$ cat config.mk
export PLATFORM = sky130hd
export DESIGN_NAME = am9513_issue_sched_flat
export DESIGN_NICKNAME = d
export VERILOG_FILES = /design/src/rtl/am9513_issue_sched_if.sv /design/src/rtl/am9513_issue_sched.sv /design/src/flat_wrapper.sv
export SDC_FILE = /design/constraint.sdc
export NUM_CORES = 1
export LEC_CHECK = 0
export BUFFER_PORTS_ARGS = -buffer_cell sky130_fd_sc_hd__buf_2
export CORE_ASPECT_RATIO = 2
export CORE_MARGIN = 3
export CORE_UTILIZATION = 55
export CTS_CLUSTER_SIZE = 12
export DETAILED_ROUTE_END_ITERATION = 16
export PLACE_DENSITY = 0.79
export SKIP_LAST_GASP = 1
export SLEW_MARGIN = 10
export SYNTH_ARGS = -nofsm -noshare
export SYNTH_HDL_FRONTEND = slang
export SYNTH_SLANG_ARGS = --single-unit
$ cat constraint.sdc
create_clock -name clk -period 4.2 [get_ports clk]
set_input_delay 0.84 -clock clk [delete_from_list [all_inputs] [get_ports clk]]
set_output_delay 0.84 -clock clk [all_outputs]
set_load 0.02 [all_outputs]
$ cat src/rtl/am9513_issue_sched_if.sv
// am9513_issue_sched_if: submit, issue, execute, completion and sticky-flag signals of the issue scheduler.
// master = requester/datapath side, slave = scheduler.
interface am9513_issue_sched_if #(
    parameter int NUM_CTX = 4,
    parameter int TAG_W   = 8
);
    localparam int CTX_W = $clog2(NUM_CTX);
    logic                 sub_valid, sub_ready;
    logic [CTX_W-1:0]     sub_ctx;
    logic [31:0]          sub_opcode, sub_flags;
    logic [TAG_W-1:0]     sub_tag;
    logic [NUM_CTX*3-1:0] ctx_mode;
    logic                 iss_valid, iss_ready;
    logic [7:0]           iss_func, iss_fmt, iss_src_fmt;
    logic [2:0]           iss_mode;
    logic [4:0]           iss_res_reg;
    logic [CTX_W-1:0]     iss_ctx;
    logic                 exe_done_valid, exe_abort;
    logic [4:0]           exe_done_flags;
    logic                 cpl_valid, cpl_ready;
    logic [CTX_W-1:0]     cpl_ctx;
    logic [TAG_W-1:0]     cpl_tag;
    logic [1:0]           cpl_status;
    logic [4:0]           cpl_flags;
    logic                 flag_clr;
    logic [CTX_W-1:0]     flag_clr_ctx;
    logic [NUM_CTX*5-1:0] sticky_flags;
    logic                 busy;
    modport master (
        output sub_valid, sub_ctx, sub_opcode, sub_flags, sub_tag, ctx_mode, iss_ready,
               exe_done_valid, exe_done_flags, cpl_ready, flag_clr, flag_clr_ctx,
        input  sub_ready, iss_valid, iss_func, iss_fmt, iss_src_fmt, iss_mode, iss_res_reg, iss_ctx,
               exe_abort, cpl_valid, cpl_ctx, cpl_tag, cpl_status, cpl_flags, sticky_flags, busy
    );
    modport slave (
        input  sub_valid, sub_ctx, sub_opcode, sub_flags, sub_tag, ctx_mode, iss_ready,
               exe_done_valid, exe_done_flags, cpl_ready, flag_clr, flag_clr_ctx,
        output sub_ready, iss_valid, iss_func, iss_fmt, iss_src_fmt, iss_mode, iss_res_reg, iss_ctx,
               exe_abort, cpl_valid, cpl_ctx, cpl_tag, cpl_status, cpl_flags, sticky_flags, busy
    );
endinterface

$ cat src/rtl/am9513_issue_sched.sv
// am9513_issue_sched: per-context submit FIFOs, round-robin grant, decode/legality, single-op datapath issue.
// Optional watchdog abort in WAIT enabled by AM9513_SCHED_TIMEOUT_EN.
module am9513_issue_sched #(
    parameter int NUM_CTX        = 4,
    parameter int QDEPTH         = 4,
    parameter int TAG_W          = 8,
    parameter int TIMEOUT_CYCLES = 1024
) (
    input logic clk,
    input logic rst,
    am9513_issue_sched_if.slave bus
);
    localparam int CTX_W = $clog2(NUM_CTX);
    localparam int PTR_W = $clog2(QDEPTH);
    typedef enum logic [1:0] {S_IDLE, S_ISSUE, S_WAIT, S_CPL} state_t;
    typedef struct packed {
        logic [31:0]      op;
        logic [31:0]      fl;
        logic [TAG_W-1:0] tag;
    } ent_t;

    ent_t                 mem_q [NUM_CTX][QDEPTH];
    logic [PTR_W:0]       wr_q [NUM_CTX];
    logic [PTR_W:0]       rd_q [NUM_CTX];
    logic [NUM_CTX-1:0]   nempty, full;
    state_t               state_q, state_d;
    logic [CTX_W-1:0]     rr_q, rr_d, grant, idx, ctx_q;
    logic [PTR_W-1:0]     rd_idx;
    ent_t                 head;
    logic [2:0]           mode, mode_q;
    logic [7:0]           func, func_q, fmt_q, src_q;
    logic [4:0]           res_q, cflags_q;
    logic [TAG_W-1:0]     tag_q;
    logic [1:0]           status_q;
    logic [NUM_CTX*5-1:0] sticky_q, sticky_d;
    logic                 push, pop, done, abort, tmo, legal, p0, p1, p2;
    logic                 unused_bits;

    for (genvar i = 0; i < NUM_CTX; i++) begin : g_fifo
        assign nempty[i] = wr_q[i] != rd_q[i];
        assign full[i]   = wr_q[i] == {~rd_q[i][PTR_W], rd_q[i][PTR_W-1:0]};
    end

    // Walk offsets high to low so the nearest non-empty ctx at/after rr_q wins.
    always_comb begin
        grant = rr_q;
        idx   = rr_q;
        for (int k = NUM_CTX - 1; k >= 0; k--) begin
            idx = rr_q + CTX_W'(k);
            if (nempty[idx]) grant = idx;
        end
    end

    assign rd_idx      = rd_q[grant][PTR_W-1:0];
    assign head        = mem_q[grant][rd_idx];
    assign func        = head.op[7:0];
    assign mode        = head.fl[0] ? head.fl[3:1] : bus.ctx_mode[3*grant +: 3];
    assign p0          = (func >= 8'h01 && func <= 8'h05) || func == 8'h10;
    assign p1          = p0 || (func >= 8'h07 && func <= 8'h0A) || (func >= 8'h11 && func <= 8'h14);
    assign p2          = p1 || func == 8'h06 || (func >= 8'h20 && func <= 8'h27);
    assign legal       = head.op[31] && (mode == 3'd0 ? p0 : mode == 3'd1 ? p1 : mode == 3'd2 ? p2 : 1'b0);
    assign unused_bits = ^{head.op[30:16], head.fl[31:12]};
    assign push        = bus.sub_valid && bus.sub_ready;

`ifdef AM9513_SCHED_TIMEOUT_EN
    localparam int CNT_W = $clog2(TIMEOUT_CYCLES + 1);
    logic [CNT_W-1:0] cnt_q;
    always_ff @(posedge clk or posedge rst) begin
        if (rst) cnt_q <= '0;
        else     cnt_q <= state_q == S_WAIT ? cnt_q + 1'b1 : '0;
    end
    assign tmo = state_q == S_WAIT && cnt_q == CNT_W'(TIMEOUT_CYCLES - 1);
`else
    assign tmo = 1'b0;
`endif

    always_comb begin
        state_d = state_q;
        rr_d    = rr_q;
        pop     = 1'b0;
        done    = 1'b0;
        abort   = 1'b0;
        case (state_q)
            S_IDLE:  if (|nempty) begin
                pop     = 1'b1;
                rr_d    = grant + 1'b1;
                state_d = legal ? S_ISSUE : S_CPL;
            end
            S_ISSUE: if (bus.iss_ready) state_d = S_WAIT;
            S_WAIT:  if (bus.exe_done_valid) begin
                done    = 1'b1;
                state_d = S_CPL;
            end else if (tmo) begin
                abort   = 1'b1;
                state_d = S_CPL;
            end
            default: if (bus.cpl_ready) state_d = S_IDLE;
        endcase
    end

    // Clear first, then OR, so a coincident clear+set leaves only the new flags.
    always_comb begin
        sticky_d = sticky_q;
        if (bus.flag_clr) sticky_d[5*bus.flag_clr_ctx +: 5] = 5'd0;
        if (done) sticky_d[5*ctx_q +: 5] = sticky_d[5*ctx_q +: 5] | bus.exe_done_flags;
    end

    always_ff @(posedge clk) begin
        if (push) mem_q[bus.sub_ctx][wr_q[bus.sub_ctx][PTR_W-1:0]] <= {bus.sub_opcode, bus.sub_flags, bus.sub_tag};
    end

    always_ff @(posedge clk or posedge rst) begin
        if (rst) begin
            state_q  <= S_IDLE;
            rr_q     <= '0;
            ctx_q    <= '0;
            func_q   <= '0;
            fmt_q    <= '0;
            src_q    <= '0;
            mode_q   <= '0;
            res_q    <= '0;
            tag_q    <= '0;
            status_q <= '0;
            cflags_q <= '0;
            sticky_q <= '0;
            for (int k = 0; k < NUM_CTX; k++) begin
                wr_q[k] <= '0;
                rd_q[k] <= '0;
            end
        end else begin
            state_q  <= state_d;
            rr_q     <= rr_d;
            sticky_q <= sticky_d;
            if (push) wr_q[bus.sub_ctx] <= wr_q[bus.sub_ctx] + 1'b1;
            if (pop) begin
                rd_q[grant] <= rd_q[grant] + 1'b1;
                ctx_q       <= grant;
                func_q      <= func;
                fmt_q       <= head.op[15:8];
                src_q       <= head.fl[7:0];
                mode_q      <= mode;
                res_q       <= {head.fl[4], head.fl[11:8]};
                tag_q       <= head.tag;
                status_q    <= legal ? 2'd0 : 2'd2;
                cflags_q    <= '0;
            end
            if (done) begin
                cflags_q <= bus.exe_done_flags;
                status_q <= bus.exe_done_flags != 5'd0 ? 2'd1 : 2'd0;
            end
            if (abort) status_q <= 2'd3;
        end
    end

    assign bus.sub_ready    = ~full[bus.sub_ctx];
    assign bus.iss_valid    = state_q == S_ISSUE;
    assign bus.iss_func     = func_q;
    assign bus.iss_fmt      = fmt_q;
    assign bus.iss_src_fmt  = src_q;
    assign bus.iss_mode     = mode_q;
    assign bus.iss_res_reg  = res_q;
    assign bus.iss_ctx      = ctx_q;
    assign bus.exe_abort    = abort;
    assign bus.cpl_valid    = state_q == S_CPL;
    assign bus.cpl_ctx      = ctx_q;
    assign bus.cpl_tag      = tag_q;
    assign bus.cpl_status   = status_q;
    assign bus.cpl_flags    = cflags_q;
    assign bus.sticky_flags = sticky_q;
    assign bus.busy         = state_q != S_IDLE || |nempty;
endmodule

$ cat src/flat_wrapper.sv
// flat-port wrapper written by rule: the top's interface ports become plain ports
module am9513_issue_sched_flat 
#(
    parameter int NUM_CTX        = 4,
    parameter int QDEPTH         = 4,
    parameter int TAG_W          = 8,
    parameter int TIMEOUT_CYCLES = 1024
)
  (clk, rst, bus_sub_valid, bus_sub_ctx, bus_sub_opcode, bus_sub_flags, bus_sub_tag, bus_ctx_mode, bus_iss_ready, bus_exe_done_valid, bus_exe_done_flags, bus_cpl_ready, bus_flag_clr, bus_flag_clr_ctx, bus_sub_ready, bus_iss_valid, bus_iss_func, bus_iss_fmt, bus_iss_src_fmt, bus_iss_mode, bus_iss_res_reg, bus_iss_ctx, bus_exe_abort, bus_cpl_valid, bus_cpl_ctx, bus_cpl_tag, bus_cpl_status, bus_cpl_flags, bus_sticky_flags, bus_busy);
  am9513_issue_sched_if #(.NUM_CTX(NUM_CTX), .TAG_W(TAG_W)) bus_i ();
  input logic clk;
  input logic rst;
  input wire logic [$bits(bus_i.sub_valid)-1:0] bus_sub_valid;
  input wire logic [$bits(bus_i.sub_ctx)-1:0] bus_sub_ctx;
  input wire logic [$bits(bus_i.sub_opcode)-1:0] bus_sub_opcode;
  input wire logic [$bits(bus_i.sub_flags)-1:0] bus_sub_flags;
  input wire logic [$bits(bus_i.sub_tag)-1:0] bus_sub_tag;
  input wire logic [$bits(bus_i.ctx_mode)-1:0] bus_ctx_mode;
  input wire logic [$bits(bus_i.iss_ready)-1:0] bus_iss_ready;
  input wire logic [$bits(bus_i.exe_done_valid)-1:0] bus_exe_done_valid;
  input wire logic [$bits(bus_i.exe_done_flags)-1:0] bus_exe_done_flags;
  input wire logic [$bits(bus_i.cpl_ready)-1:0] bus_cpl_ready;
  input wire logic [$bits(bus_i.flag_clr)-1:0] bus_flag_clr;
  input wire logic [$bits(bus_i.flag_clr_ctx)-1:0] bus_flag_clr_ctx;
  output wire logic [$bits(bus_i.sub_ready)-1:0] bus_sub_ready;
  output wire logic [$bits(bus_i.iss_valid)-1:0] bus_iss_valid;
  output wire logic [$bits(bus_i.iss_func)-1:0] bus_iss_func;
  output wire logic [$bits(bus_i.iss_fmt)-1:0] bus_iss_fmt;
  output wire logic [$bits(bus_i.iss_src_fmt)-1:0] bus_iss_src_fmt;
  output wire logic [$bits(bus_i.iss_mode)-1:0] bus_iss_mode;
  output wire logic [$bits(bus_i.iss_res_reg)-1:0] bus_iss_res_reg;
  output wire logic [$bits(bus_i.iss_ctx)-1:0] bus_iss_ctx;
  output wire logic [$bits(bus_i.exe_abort)-1:0] bus_exe_abort;
  output wire logic [$bits(bus_i.cpl_valid)-1:0] bus_cpl_valid;
  output wire logic [$bits(bus_i.cpl_ctx)-1:0] bus_cpl_ctx;
  output wire logic [$bits(bus_i.cpl_tag)-1:0] bus_cpl_tag;
  output wire logic [$bits(bus_i.cpl_status)-1:0] bus_cpl_status;
  output wire logic [$bits(bus_i.cpl_flags)-1:0] bus_cpl_flags;
  output wire logic [$bits(bus_i.sticky_flags)-1:0] bus_sticky_flags;
  output wire logic [$bits(bus_i.busy)-1:0] bus_busy;
  assign bus_i.sub_valid = bus_sub_valid;
  assign bus_i.sub_ctx = bus_sub_ctx;
  assign bus_i.sub_opcode = bus_sub_opcode;
  assign bus_i.sub_flags = bus_sub_flags;
  assign bus_i.sub_tag = bus_sub_tag;
  assign bus_i.ctx_mode = bus_ctx_mode;
  assign bus_i.iss_ready = bus_iss_ready;
  assign bus_i.exe_done_valid = bus_exe_done_valid;
  assign bus_i.exe_done_flags = bus_exe_done_flags;
  assign bus_i.cpl_ready = bus_cpl_ready;
  assign bus_i.flag_clr = bus_flag_clr;
  assign bus_i.flag_clr_ctx = bus_flag_clr_ctx;
  assign bus_sub_ready = bus_i.sub_ready;
  assign bus_iss_valid = bus_i.iss_valid;
  assign bus_iss_func = bus_i.iss_func;
  assign bus_iss_fmt = bus_i.iss_fmt;
  assign bus_iss_src_fmt = bus_i.iss_src_fmt;
  assign bus_iss_mode = bus_i.iss_mode;
  assign bus_iss_res_reg = bus_i.iss_res_reg;
  assign bus_iss_ctx = bus_i.iss_ctx;
  assign bus_exe_abort = bus_i.exe_abort;
  assign bus_cpl_valid = bus_i.cpl_valid;
  assign bus_cpl_ctx = bus_i.cpl_ctx;
  assign bus_cpl_tag = bus_i.cpl_tag;
  assign bus_cpl_status = bus_i.cpl_status;
  assign bus_cpl_flags = bus_i.cpl_flags;
  assign bus_sticky_flags = bus_i.sticky_flags;
  assign bus_busy = bus_i.busy;
  am9513_issue_sched #(.NUM_CTX(NUM_CTX), .QDEPTH(QDEPTH), .TAG_W(TAG_W), .TIMEOUT_CYCLES(TIMEOUT_CYCLES)) u_core (.clk(clk), .rst(rst), .bus(bus_i));
endmodule
**Yosys cells after proc, flatten, opt, wreduce, memory -nomap -nowiden**

Memory sizes are Yosys's and may differ from the RTL's.
Index checks and enable logic that the tools add are counted.

- Shifts and indexed selects: 6
- Bitwise logic cells: 10
- Multiplexer cells: 57
- Equality and inequality tests: 18
- Add/sub/neg operators: 8
- Multiply operators: 3
- Reduce and logical (&&, ||, !) cells: 24
- Order comparisons: 20

Operators by type and width:

| cell | count |
|---|---|
| 288-bit 2-to-1 mux | 1 |
| 72-bit 2-to-1 mux | 3 |
| 72-bit binary-select mux with 2-bit select | 1 |
| 72-bit demux with 2-bit select | 1 |
| 5-bit negator with 34-bit output | 2 |
| 5-bit by 34-bit variable shift with 20-bit output (first input constant) | 2 |
| 20-bit bitwise mux | 2 |
| 20-bit 2-to-1 mux | 2 |
| 5-bit by 34-bit indexed part select with 20-bit output | 1 |
| 5-bit by 34-bit indexed part select with 20-bit output (first input constant) | 1 |
| 12-bit bitwise mux | 2 |
| 2-bit 2-to-1 mux | 12 |
| 3-bit 2-to-1 mux | 7 |
| 20-bit by 6-bit indexed part select with 5-bit output | 1 |
| 2-bit by 3-bit < comparator with 1-bit output (second input constant) | 5 |
| 1-bit 2-to-1 mux | 14 |
| 3-bit binary-select mux with 2-bit select | 2 |
| 3-bit demux with 2-bit select | 2 |
| 3-bit == test | 4 |
| 3-bit >= comparator (second input constant) | 4 |
| 3-bit inequality test | 4 |
| 2-bit inverter with 3-bit output | 4 |
| 12-bit by 5-bit indexed part select with 3-bit output | 1 |
| 1-bit binary-select mux with 2-bit select | 5 |
| 36 further kinds | 63 |

- RAM bits: 1,152
- Memories kept: 1
- Output and inout bits: 76
- Bits of input ports: 100
- Flip-flop bits (word level): 97
- Word-level logic and storage cells: 167

Memory list:

| name | depth | bits a word | rd ports | clocked after Yosys merged registers in | write ports | line | RTL |
|---|---|---|---|---|---|---|---|
| u_core.mem_q | 4 | 288 | 1 | 0 | 1 | am9513_issue_sched.sv:22 | `ent_t mem_q [NUM_CTX][QDEPTH];` |

**Longest topological paths before layout**

- Word-level depth: 29
- Gate-level depth with buffers: 20
- Mapped depth without buffers: 15

**Worst setup path before layout**

OpenSTA, ideal clock, no wires.

- Path kind: register -> register
- Start point: reg u_core.rd_q[9] (netlist name)
- End point: reg u_core.rd_q[10] (netlist name)
- Data arrival time: 3.564 ns
- Stages on the path, launching flop included: 16
- Path buffers: 7
- Path slack: 0.512 ns
- Clock period less this slack: 3.688 ns
- Required time: 4.075 ns
- Cells stage by stage: dfrtp_1 > buf_6 > xnor2_4 > and3_4 > and3_1 > o41a_1 > buf_6 > inv_12 > mux2i_4 > buf_6 > buf_6 > clkbuf_1 > buf_2 > clkbuf_1 > ha_1 > mux2_2

- Cells in the longest elaborated chain, start to end: 13

Ends and longest elaborated chain:

| what | line | RTL |
|---|---|---|
| from (decl) | am9513_issue_sched.sv:24 | `logic [PTR_W:0] rd_q [NUM_CTX];` |
| from (signal, indexed assignment) | am9513_issue_sched.sv:136 | `rd_q[grant] <= rd_q[grant] + 1'b1;` |
| 3-bit inequality test | am9513_issue_sched.sv:40 | `assign nempty[i] = wr_q[i] != rd_q[i];` |
| 1-bit binary-select mux with 2-bit select | am9513_issue_sched.sv:50 | `if (nempty[idx]) grant = idx;` |
| 1-bit 2-to-1 mux (implied by the code) | am9513_issue_sched.sv:50 |  |
| 2-bit 2-to-1 mux (4 in a row) | am9513_issue_sched.sv:50 |  |
| 2-bit inverter with 3-bit output (implied by the code) | am9513_issue_sched.sv:136 |  |
| 3-bit binary-select mux with 2-bit select, or another cell as far along | am9513_issue_sched.sv:136 |  |
| 3-bit 2-to-1 mux (implied by the code) / 1-bit logical AND (equally long branches) | am9513_issue_sched.sv:136 |  |
| 3-bit 2-to-1 mux (implied by the code) | am9513_issue_sched.sv:136 |  |
| 3-bit by 1-bit adder with 3-bit output / 3-bit demux with 2-bit select (equally long branches) | am9513_issue_sched.sv:136 |  |
| 12-bit bitwise mux | am9513_issue_sched.sv:136 |  |

Parallel ways exist; a longest one is shown, timed or not. The select of a mux whose other input is x is not followed.
A chain may end at the register's enable or synchronous reset.

**Worst setup path in the final report**

- Start point: reg u_core.wr_q[4] (netlist name)
- End point: reg u_core.state_q[1]

- Cells in the longest elaborated chain, start to end: 29

Ends and longest elaborated chain:

| what | line | RTL |
|---|---|---|
| from (decl) | am9513_issue_sched.sv:23 | `logic [PTR_W:0] wr_q [NUM_CTX];` |
| from (signal, indexed assignment) | am9513_issue_sched.sv:134 | `if (push) wr_q[bus.sub_ctx] <= wr_q[bus.sub_ctx] + 1'b1;` |
| 3-bit inequality test (*) | am9513_issue_sched.sv:40 |  |
| 1-bit binary-select mux with 2-bit select | am9513_issue_sched.sv:50 |  |
| 1-bit 2-to-1 mux (implied by the code) | am9513_issue_sched.sv:50 |  |
| 2-bit 2-to-1 mux (4 in a row) | am9513_issue_sched.sv:50 |  |
| 2-bit inverter with 3-bit output (implied by the code) | am9513_issue_sched.sv:54 | `assign rd_idx = rd_q[grant][PTR_W-1:0];` |
| 3-bit binary-select mux with 2-bit select | am9513_issue_sched.sv:54 |  |
| 3-bit 2-to-1 mux (2 in a row) | - |  |
| 2-bit inverter with 3-bit output (implied by the code) | am9513_issue_sched.sv:55 | `assign head = mem_q[grant][rd_idx];` |
| [... 5 more ...] | - |  |
| 1-bit logical OR | am9513_issue_sched.sv:58 | `assign p0 = (func >= 8'h01 && func <= 8'h05) \|\| func == 8'h10;` |
| 1-bit logical OR (2 in a row) | am9513_issue_sched.sv:59 | `assign p1 = p0 \|\| (func >= 8'h07 && func <= 8'h0A) \|\| (func >= 8'h11 && func <= 8'h14);` |
| 1-bit logical OR (2 in a row) | am9513_issue_sched.sv:60 | `assign p2 = p1 \|\| func == 8'h06 \|\| (func >= 8'h20 && func <= 8'h27);` |
| 1-bit 2-to-1 mux (3 in a row) | am9513_issue_sched.sv:61 | `assign legal = head.op[31] && (mode == 3'd0 ? p0 : mode == 3'd1 ? p1 : mode == 3'd2 ? p2 : 1'b0);` |
| 1-bit logical AND | am9513_issue_sched.sv:61 |  |
| 2-bit 2-to-1 mux | am9513_issue_sched.sv:87 | `state_d = legal ? S_ISSUE : S_CPL;` |
| 2-bit 2-to-1 mux | am9513_issue_sched.sv:84 | `S_IDLE: if (\|nempty) begin` |
| 2-bit case mux with 3 select lines | am9513_issue_sched.sv:83 | `case (state_q)` |
| to (signal assigned) | am9513_issue_sched.sv:131 | `state_q <= state_d;` |
| to (decl) | am9513_issue_sched.sv:26 | `state_t state_q, state_d;` |

Every way passes the cells marked *; elsewhere a longest branch is shown, timed or not. The select of a mux whose other input is x is not followed.

==> metrics.yaml <==
cp.required_ps: 4670
gp_congestion: 0.8840
drt_iter0_drc: 2293
grt_pass1_vias: 18810
synth.avg_cell_area_sq_um: 13.93
viasPerCell: 6.316
cts_hold_buf: 0
grt_max_degree: 85
crit_type: "register to register"
vias: 18730
path_cells: "xor2_2 -> nor3_4 -> buf_4 -> o22ai_1 -> a22oi_2 -> nand2_4 -> inv_8 -> mux2i_4 -> mux2i_4 -> buf_12 -> buf_12 -> mux2i_4 -> mux2_2 -> a2111o_1 -> a311oi_2 -> nor2b_1 -> a221oi_2 -> buf_4 -> o21ai_1"
antenna_found_initial: 6
whs_ps: 465.7
tritoncts: "done"
row_count: 117
wire_per_inst_microns: 24.71
dieWidth_microns: 166.8
hold_class: "input pin to register"
max_freq_mhz: 241.9
cp.depth: 19
start_kind: "register"
overflow: 0
io_pins: 176
fin_crit_ps: 4134
ys_seq_elements: 688
grt_pass1_wl_microns: 105000
clockRootBuffer: "clkbuf_16"
dp_hpwl_microns: 39010
synth_fp_nets: 2157
port_buffers: 139
fin_nets: 2373
area_delta_synth_final_pct: 17.20
final_hold_viol_count: 0
clkSinkCount: 688
synth_warnings: 0
path_buf_inv: 5
dieArea_sq_um: 54610
fp.coreArea_sq_um: 50940
drv_cap: 0
synth_flop_cell: "edfxtp_1"
rr_worst_depth: 19
final_core_util_pct: 65.39
crit_start: "u_core.wr_q[4]"
drc: 0
clkTransAtPathRegs_ps: 60
place_ws_ps: -32.17
syn_inst: 2041
finClkSkew_ps: 21.49
status: "completed"
fin_ws_ps: 66.01
slowest_delay_ps: 420
grt.total_usage_pct: 24.96
yosysSeqAreaShare_pct: 70.99
synth.distinct_cells: 68
hp-start: "bus_exe_done_flags[3]"
met1_usage_pct: 29.63
grt.met3_usage_pct: 4.117
critical_path_arrival_ps: 4610
wl_microns: 73280
setup-violations-final: 0
use_met2_pct: 44.05
initial_utilization_pct: 55.80
crit_path_max_fanout: 8
dr.pass1.iters: 6
slew_headroom_pct: 26.92
cts_buffers: 68
crit_family: "compound AO/OA/AOI/OAI gates"
worstSkewPairLatency_ps: 600
reg2reg_from: "u_core.wr_q[4]"
largest_reg_flops: 592
finalCritPeriodShare_pct: 98.43
ant_nets: 0
setup.worst_path.end: "u_core.state_q[1]"
r2r-end: "u_core.state_q[1]"
drive_gt1_share_pct: 19.65
ys_async_sr_fraction_pct: 13.95
drv_slew: 0
rrSetupSlack_ps: 70
cp_common_cell: "mux2i_4"
h-tree-depth: 3
cts_buffer_depth: 3
tightestPinTransition_ps: 1096
cp-end-kind: "register"
syn_area_sq_um: 28420
grt-busiest-layer: "met2"
critPathSlowestCell: "dfrtp_1"
die_h_microns: 327.5
synth_edf_count: 592
[metal layers]
metal | part of all wire (%) | vias to the layer above | routed length [microns]
met1 | 34 | 9307 | 25170
li1 | - | 8032 | -
met3 | 8.7 | 237 | 6398
met4 | 4.6 | 4 | 3335
met2 | 52 | 1147 | 38360
met5 | 0.023 | - | 17
[stage by stage]
stage	setup TNS [ps]	cells	cell area, sq um
2_1_floorplan	0	2041	28420
4_1_cts	-14.75	2930	32510
3_5_place_dp	-32.17	2806	30420
3_3_place_gp	0	2806	30420
5_1_grt	-137.2	2965	33310
6_report	0	2965	33310
[Yosys cell counts (25+ instances only)]
cell	n	area share, %
o22ai_1	25	0.55
a211oi_1	31	0.82
clkbuf_1	68	0.90
nand3_1	109	1.9
a311oi_1	73	2.2
dfrtp_1	96	8.5
a21o_1	25	0.66
mux2i_1	174	6.1
and3_1	58	1.3
nand2_1	486	6.4
buf_2	37	0.65
edfxtp_1	592	63
a31oi_1	30	0.66
[tightest hold or removal path, stage by stage]
cell,delay [ps]
buf_2,100
nand2_1,50
nand2_1,50
[kinds of logic (layout without fill, tap and decap cells)]
logic type | count (synthesis) | after routing | share of synthesized area [%]
and+or+nand+nor | 732 | 732 | 11.29
xor gates and xnor gates | 16 | 16 | 0.5855
other | 1 | 2 | 0.01319
DFF | 688 | 688 | 70.99
muxes | 209 | 209 | 7.950
AOI/OAI and AO/OA | 235 | 235 | 6.079
buffers and inverters | 144 | 413 | 2.390
adders and majority gates | 16 | 16 | 0.7043
[area by class of cell]
class                      instances  area [sq um]
antenna                            1         2.502
clock buffer                     115          1973
clock inverter                     8         72.57
fill                            3372         17630
inverter                          16         95.09
multi-input combinational       1209          7851
sequential                       688         20180
tap                              654         818.3
timing repair buffer             274          2320
[placed cells by master, fill, tap and decap left out, types with 31 or more instances in the layout]
cell / Yosys / final
edfxtp_1: 592 / 592
nand2_1: 486 / 486
mux2i_1: 174 / 153
buf_2: 37 / 139
nand3_1: 109 / 108
dfrtp_1: 96 / 95
buf_4: 10 / 92
clkbuf_16: 0 / 81
a311oi_1: 73 / 69
and3_1: 58 / 58
clkbuf_1: 68 / 42
a211oi_1: 31 / 31
[timing repair]
action	4_1_cts	5_1_grt
setup endpoints to repair	6	22
setup buffers	0	25
cloned	1	9
gates resized for setup	2	59
pin swaps	1	10
endpoints found under the hold margin	0	0
[worst min-delay path by stage]
stage / endpoint / slack (ps) / depth (start not counted)
after global placement: u_core.bus.iss_res_reg[1] / 460 / 1
after global routing: u_core.bus.cpl_flags[3] / 460 / 3
after CTS: u_core.bus.cpl_flags[3] / 440 / 3
final: u_core.bus.cpl_flags[3] / 470 / 3
after detailed placement: u_core.bus.iss_fmt[7] / 460 / 1
after floorplan: u_core.wr_q[4] / 520 / 1
Power is left out: the tool's default activity adds up to more than one toggle a clock period on the data nets, which glitch-free logic cannot reach.
